### src/rtl/dmi_guard_pkg.sv
// Debug-module interface types shared with the DTM/DM, plus the request
// classification used by dmi_guard.
package dm;
    typedef enum logic [1:0] {
        DTM_NOP   = 2'd0,
        DTM_READ  = 2'd1,
        DTM_WRITE = 2'd2
    } dtm_op_e;

    typedef enum logic [1:0] {
        DmiOk   = 2'd0,
        DmiErr  = 2'd2,
        DmiBusy = 2'd3
    } dmi_resp_e;

    localparam logic [6:0] DmiAddrSbcs = 7'h38;

    typedef struct packed {
        logic [6:0]  addr;
        dtm_op_e     op;
        logic [31:0] data;
    } dmi_req_t;

    typedef struct packed {
        logic [31:0] data;
        logic [1:0]  resp;
    } dmi_resp_t;
endpackage

package dmi_guard_pkg;
    localparam logic [2:0] StIdle     = 3'd0;
    localparam logic [2:0] StFwd      = 3'd1;
    localparam logic [2:0] StWaitResp = 3'd2;
    localparam logic [2:0] StDeny     = 3'd3;
    localparam logic [2:0] StRespOut  = 3'd4;

    typedef struct packed {
        logic          fwd;
        dm::dmi_resp_e code;
    } verdict_t;

    // First matching rule wins; a busy answer only follows a well-formed op.
    function automatic verdict_t classify(input dm::dtm_op_e op,
                                          input logic        late_pending,
                                          input logic        unlocked,
                                          input logic [6:0]  addr,
                                          input logic [6:0]  prot_read_min);
        verdict_t v;
        v.fwd  = 1'b0;
        v.code = dm::DmiErr;
        if (op != dm::DTM_READ && op != dm::DTM_WRITE) begin
            v.code = dm::DmiErr;
        end else if (late_pending) begin
            v.code = dm::DmiBusy;
        end else if (op == dm::DTM_WRITE && !unlocked) begin
            v.code = dm::DmiErr;
        end else if (op == dm::DTM_READ && !unlocked && addr >= prot_read_min) begin
            v.code = dm::DmiErr;
        end else begin
            v.fwd  = 1'b1;
            v.code = dm::DmiOk;
        end
        return v;
    endfunction
endpackage

### src/rtl/dmi_guard.sv
// Core-side DMI lock enforcement between the DTM and the debug module; blocked,
// malformed and timed-out transactions are answered locally.
module dmi_guard
    import dmi_guard_pkg::*;
#(
    parameter int unsigned TimeoutCycles = 1024,
    parameter logic [6:0]  ProtReadMin   = dm::DmiAddrSbcs,
    parameter int unsigned DenyCntWidth  = 8
) (
    input  logic                    clk_i,
    input  logic                    rst_i,
    input  logic                    unlock_set_i,
    input  logic                    lock_clr_i,
    input  dm::dmi_req_t            req_i,
    input  logic                    req_valid_i,
    output logic                    req_ready_o,
    output dm::dmi_resp_t           resp_o,
    output logic                    resp_valid_o,
    input  logic                    resp_ready_i,
    output dm::dmi_req_t            dm_req_o,
    output logic                    dm_req_valid_o,
    input  logic                    dm_req_ready_i,
    input  dm::dmi_resp_t           dm_resp_i,
    input  logic                    dm_resp_valid_i,
    output logic                    dm_resp_ready_o,
    output logic                    unlocked_o,
    output logic                    timeout_o,
    output logic [DenyCntWidth-1:0] deny_cnt_o
);
    localparam int unsigned      TimerW   = (TimeoutCycles > 2) ? $clog2(TimeoutCycles) : 1;
    localparam logic [TimerW-1:0] TimerMax = TimerW'(TimeoutCycles - 1);

    logic [2:0]              state_q;
    logic                    unlocked_q;
    logic                    late_pending_q;
    logic [TimerW-1:0]       timer_q;
    logic [DenyCntWidth-1:0] deny_cnt_q;
    logic                    timeout_q;
    logic [1:0]              deny_code_q;
    dm::dmi_req_t            dm_req_q;
    dm::dmi_resp_t           resp_q;
    verdict_t                verdict;

    assign verdict = classify(req_i.op, late_pending_q, unlocked_q, req_i.addr, ProtReadMin);

    // Ready signals are forced low while reset is held, not just after it.
    assign req_ready_o     = (state_q == StIdle) && !rst_i;
    assign dm_resp_ready_o = !rst_i;
    assign dm_req_valid_o  = (state_q == StFwd);
    assign resp_valid_o    = (state_q == StRespOut);
    assign dm_req_o        = dm_req_q;
    assign resp_o          = resp_q;
    assign unlocked_o      = unlocked_q;
    assign timeout_o       = timeout_q;
    assign deny_cnt_o      = deny_cnt_q;

    always_ff @(posedge clk_i or posedge rst_i) begin
        if (rst_i) begin
            state_q        <= StIdle;
            unlocked_q     <= 1'b0;
            late_pending_q <= 1'b0;
            timer_q        <= '0;
            deny_cnt_q     <= '0;
            timeout_q      <= 1'b0;
            deny_code_q    <= 2'd0;
            dm_req_q       <= '0;
            resp_q         <= '0;
        end else begin
            timeout_q  <= 1'b0;
            unlocked_q <= lock_clr_i ? 1'b0 : (unlock_set_i ? 1'b1 : unlocked_q);
            // A late DM answer is swallowed wherever it lands outside WaitResp.
            if (dm_resp_valid_i && late_pending_q && state_q != StWaitResp) begin
                late_pending_q <= 1'b0;
            end
            case (state_q)
                StIdle: begin
                    if (req_valid_i) begin
                        dm_req_q <= req_i;
                        timer_q  <= '0;
                        if (verdict.fwd) begin
                            state_q <= StFwd;
                        end else begin
                            state_q     <= StDeny;
                            deny_code_q <= verdict.code;
                            if (deny_cnt_q != '1) begin
                                deny_cnt_q <= deny_cnt_q + 1'b1;
                            end
                        end
                    end
                end
                StFwd: begin
                    if (dm_req_ready_i) begin
                        state_q <= StWaitResp;
                        timer_q <= '0;
                    end else if (timer_q == TimerMax) begin
                        state_q   <= StRespOut;
                        resp_q    <= '{data: 32'd0, resp: dm::DmiErr};
                        timeout_q <= 1'b1;
                    end else begin
                        timer_q <= timer_q + 1'b1;
                    end
                end
                StWaitResp: begin
                    if (dm_resp_valid_i) begin
                        state_q <= StRespOut;
                        resp_q  <= dm_resp_i;
                    end else if (timer_q == TimerMax) begin
                        state_q        <= StRespOut;
                        resp_q         <= '{data: 32'd0, resp: dm::DmiErr};
                        timeout_q      <= 1'b1;
                        late_pending_q <= 1'b1;
                    end else begin
                        timer_q <= timer_q + 1'b1;
                    end
                end
                StDeny: begin
                    state_q <= StRespOut;
                    resp_q  <= '{data: 32'd0, resp: deny_code_q};
                end
                StRespOut: begin
                    if (resp_ready_i) begin
                        state_q <= StIdle;
                    end
                end
                default: state_q <= StIdle;
            endcase
        end
    end
endmodule

### config.mk
export PLATFORM = sky130hd
export DESIGN_NAME = dmi_guard
export DESIGN_NICKNAME = d
export VERILOG_FILES = /design/src/rtl/dmi_guard_pkg.sv /design/src/rtl/dmi_guard.sv
export SDC_FILE = /design/constraint.sdc
export NUM_CORES = 1
export LEC_CHECK = 0
export ABC_CLOCK_PERIOD_IN_PS = 2900
export BUFFER_PORTS_ARGS = -buffer_cell sky130_fd_sc_hd__buf_2
export CAP_MARGIN = 10
export CORE_ASPECT_RATIO = 0.8
export CORE_MARGIN = 1
export CORE_UTILIZATION = 40
export CTS_CLUSTER_SIZE = 30
export DETAILED_ROUTE_END_ITERATION = 8
export HOLD_SLACK_MARGIN = 0.08
export PLACE_DENSITY_LB_ADDON = 0.08
export SETUP_SLACK_MARGIN = 0.1
export SYNTH_ARGS = -nofsm -noshare
export SYNTH_HDL_FRONTEND = slang
export SYNTH_SLANG_ARGS = --single-unit
### constraint.sdc
create_clock -name clk_i -period 2.9 [get_ports clk_i]
set_input_delay 0.145 -clock clk_i [delete_from_list [all_inputs] [get_ports clk_i]]
set_output_delay 0.145 -clock clk_i [all_outputs]
set_load 0.1 [all_outputs]
### Yosys cells after proc, flatten, opt, wreduce, memory -nomap -nowiden

Cells that the tools add are included.
W data, S select, Z words.

* flip-flop bits (word level): 101
* bits in latches: 0
* bits in writable memories: 0
* bits in read-only memories: 0
* input bits: 83
* output and inout port bits: 89
* word-level logic and storage cells: 84
* memories: 0

* add/subtract/negate cells: 2
* $mul: 0
* divide/modulo/power cells: 0
* order comparisons: 1
* equality and inequality tests: 15
* shift-type cells: 0
* mux-type cells: 34
* bitwise logic cells: 1
* reduce and logical (&&, ||, !) cells: 19

Operators with widths (count)
* $mux W34: 3
* $pmux W34 S3: 1
* $mux W10: 4
* $pmux W10 S3: 1
* $mux W3: 5
* $pmux W3 S5: 1
* $mux W1: 13
* $add A10 B1 Y10 const B: 1
* $eq A10 B10 Y1 const B: 1
* $mux W2: 5
* $add A8 B1 Y8 const B: 1
* $ne A2 B2 Y1 const B: 4
* $ne A8 B8 Y1 const B: 1
* $ge A7 B6 Y1 const B: 1
* $logic_and A1 B1 Y1: 7
* $eq A3 B2 Y1 const B: 2
* $reduce_and A2 Y1: 3
* $reduce_and A3 Y1: 2
* $reduce_bool A3 Y1: 2
* $ne A2 B1 Y1 const B: 2
* $reduce_and A4 Y1: 1
* $eq A3 B1 Y1 const B: 1
* $eq A3 B3 Y1 const B: 1
* $logic_not A3 Y1: 1
* other kinds (7): 8

### Logic depth before layout (Yosys ltp)

* depth in word-level cells: 10
* mapped depth: 6
* mapped depth without buffers: 6

### Least setup slack after synthesis

Ideal clock, no wire load.

* path kind: register to output
* start point: reg state_q[0]
* end point: out req_ready_o
* data arrival time: 3526 ps
* path slack: -771 ps
* cell stages (with the launch flop): 3
* cell sequence: dfrtp_1 > clkbuf_1 > nor4_1

* word-level cells in the longest chain between the ends: 2

Ends and longest elaborated chain
* start: declaration: RTL line dmi_guard.sv:33 `logic [2:0] state_q;`
* start signal: assignment: RTL line dmi_guard.sv:59 `state_q <= StIdle;`
* start signal: assignment: RTL line dmi_guard.sv:81 `state_q <= StFwd;`
* start signal: assignment: RTL line dmi_guard.sv:83 `state_q <= StDeny;`
* $logic_not A3 Y1: RTL line dmi_guard.sv:47 `assign req_ready_o = (state_q == StIdle) && !rst_i;`
* $logic_and A1 B1 Y1: RTL line dmi_guard.sv:47
* end: declaration: RTL line dmi_guard.sv:16 `output logic req_ready_o,`

Every way passes these cells.

### Worst setup path after layout

* start point: reg state_q[0]
* end point: reg timer_q[3]

* word-level cells in the longest chain between the ends: 3

Ends and longest elaborated chain
* $eq A3 B2 Y1 (tied with other cells): RTL line dmi_guard.sv:75 `case (state_q)`
* $ne A2 B2 Y1 (no line) / $reduce_bool A3 Y1 (equally long branches)
* $reduce_and A3 Y1 (no line)
* end signal: assignment: RTL line dmi_guard.sv:100 `timer_q <= timer_q + 1'b1;`
* end signal: assignment: RTL line dmi_guard.sv:113 `timer_q <= timer_q + 1'b1;`
* end: declaration: RTL line dmi_guard.sv:36 `logic [TimerW-1:0] timer_q;`

Parallel ways exist; a longest one is shown, timed or not.
A chain may end at the register's enable or synchronous reset.

==> metrics <==
status complete, no violations; Hold Crit Depth 3; global-route wire length before repair 18.2 mm; CTS clk-pin slew, worst paths 0.07 ns; CTS sink cnt 101; die area 11,000 µm²; FP Rows 33; clock buffer depth 2; Post-Syn Instances 327; warnings from Yosys 0; Seq/Total Area, Yosys 0.599; utilization after layout 0.623; share of layout cells above drive strength 1 0.425; worst clock skew 0.00546 ns; reg2reg path depth 4; setup_tns 0 ns; GP Congestion 0.836; initial antenna violation count 0; register bit total from synthesis 101; Worst slew margin 0.440; fillers 855; max incr delay on CP 0.55 ns; CP required 3.17 ns; Slew @ Worst Pin 0.835 ns; post-synthesis instance area 4220 µm²; Worst Path Arrival 2.44 ns; DRT Wirelength 11.2 mm; Nets 664; Min-Delay Path Class input pin to flip-flop; gr usage total 0.218; main flop type after synthesis dfrtp_1; crit-path max FO 16; type of element launching the critical path flip-flop; initial DRC count 213; via-per-instance ratio 5.00; vias in the first global route 3,593; Final min period 2.17 ns; remaining antenna violation count 0; EDFF count, synth 0; Chip Height 93.9 µm; Starting Density 0.412; largest net degree at the start of global routing 102; max-slew violations 0; Ports 172; WS Path Type flip-flop to flip-flop; Post-CTS Setup Bufs 0; DRC errors left 0; gr ovfl total 0; FFs w/ async S/R, synth 1.00; Avg Synthesized Cell Area 12.9 µm²; synth-to-layout area growth 51.1%; synth unique cells 50; wire length per cell 15.5 µm; FMAX 460 MHz; Detailed Place HPWL 6.96 mm; Syn Nets 414; DIE WIDTH 117 µm; via count 3,606; final setup fails 0; Clk Latency, worst-skew pair 0.34 ns; Ant. Diodes 0; Fin. Hold Viols 0; Num CTS Buffers 9; number of iterations in the first detailed-routing pass 4; clock root buffer clkbuf_16; CTS tree yes; Slowest cell on crit path dfrtp_1; CTS H-tree depth 3; Placeable Area 10,200 µm²; CP cell instances or2_0, a211o_1, or4_1, a21oi_1; CP Capture Type flip-flop; max_cap viols 0; Tcrit/Tclk final 0.749; RSZ-0062 raised after global routing no; port bufs 171
## cell type report
class | instances | area (µm²) | area share
clock buffers | 10 | 229 | 0.0359
clock inverters | 5 | 100 | 0.0157
repair buffers | 256 | 1700 | 0.267
flip-flops and latches | 101 | 2530 | 0.396
multi-input cells | 197 | 1600 | 0.250
well taps | 140 | 175 | 0.0274
inverters | 12 | 48.8 | 0.00765
## synthesized netlist by cell type (2+ instances only)
| master | number | share of area |
|---|---|---|
| a21oi_1 | 13 | 0.015 |
| a22o_1 | 32 | 0.066 |
| a41oi_1 | 2 | 0.0041 |
| and3_1 | 5 | 0.0074 |
| buf_2 | 8 | 0.0095 |
| clkbuf_1 | 9 | 0.0080 |
| dfrtp_1 | 101 | 0.60 |
| ha_1 | 4 | 0.012 |
| inv_1 | 12 | 0.011 |
| mux2_2 | 44 | 0.12 |
| nand2_1 | 12 | 0.011 |
| nand2b_1 | 5 | 0.0074 |
| nand3_1 | 9 | 0.011 |
| nand4_1 | 4 | 0.0059 |
| nor2_1 | 9 | 0.0080 |
| nor2b_1 | 3 | 0.0044 |
| nor3_1 | 5 | 0.0059 |
| nor3b_1 | 4 | 0.0071 |
| nor4_1 | 3 | 0.0044 |
| o21ai_0 | 5 | 0.0059 |
| o31ai_1 | 5 | 0.0089 |
| or3_1 | 2 | 0.0030 |
| or4_1 | 2 | 0.0036 |
| xnor2_1 | 3 | 0.0062 |
## layout by cell type, fill, tap and decap left out, types with 9 or more instances in the layout
cell type / instances
buf_2: 171
dfrtp_1: 101
dlygate4sd3_1: 79
mux2_2: 44
a22o_1: 32
nand2_1: 12
a21oi_1: 12
inv_1: 11
nor2_1: 9
nand3_1: 9
clkbuf_16: 9
## final timing paths
kind | from | endpoint | slack, ns
max | state_q[0]$_DFFE_PP0P_ | timer_q[3]$_DFFE_PP0P_ | 0.73
min in group asynchronous | rst_i | deny_cnt_o[6]$_DFFE_PP0P_ | 0.58
max reg2reg | state_q[0]$_DFFE_PP0P_ | timer_q[3]$_DFFE_PP0P_ | 0.73
min reg2reg | deny_code_q[1]$_DFFE_PP0P_ | deny_code_q[1]$_DFFE_PP0P_ | 0.49
max in group asynchronous | rst_i | late_pending_q$_DFF_PP0_ | 1.88
min | dm_req_ready_i | state_q[0]$_DFFE_PP0P_ | 0.14
## registers in the layout, summed over array words and instances, names as in the netlist
signal,count
state_q,3
resp_o,34
deny_cnt_o,8
timer_q,10
late_pending_q,1
deny_code_q,2
unlocked_o,1
timeout_o,1
dm_req_o,41
## critical path, delay by kind of cell, from the launching register on
family / cells / cell delay (ns)
AND/OR/NAND/NOR: 2 / 0.91
AO/OA/AOI/OAI: 2 / 0.63
flip-flops: 1 / 0.55
## routing by layer
layer | wire length, µm | vias to the layer above | GRT usage
met1 | 4860 | 1763 | 0.286
met5 | 0 | - | 0
met4 | 110 | 0 | 0.0454
met3 | 670 | 10 | 0.0787
met2 | 5530 | 113 | 0.346
li1 | - | 1720 | -
## cell families (layout without fill, tap and decap cells)
kind of cell | count (synthesis) | in the layout | share of synthesized area
buffers and inverters | 29 | 283 | 0.0281
AOI/OAI and AO/OA | 74 | 74 | 0.141
and+or+nand+nor | 71 | 71 | 0.0945
DFF | 101 | 101 | 0.599
xor gates and xnor gates | 4 | 4 | 0.00830
adders and majority gates | 4 | 4 | 0.0119
muxes | 44 | 44 | 0.117
## stage by stage
step           worst slack, ns  instances  cell area [µm²]  hold slack [ns]
3_5_place_dp             0.754        627             5260            0.318
6_report                 0.727        721             6380            0.144
2_1_floorplan            0.403        327             4230            0.211
5_1_grt                  0.631        721             6380            0.138
3_3_place_gp             0.809        627             5260            0.302
4_1_cts                  0.736        721             6380            0.130
## repair_timing
item,CTS,global route
hold buffers,79,0
endpoints found under the hold margin,155,0
gates resized for setup,0,0
Power is left out: the tool's default activity adds up to more than one toggle a clock period on the data nets, which glitch-free logic cannot reach.
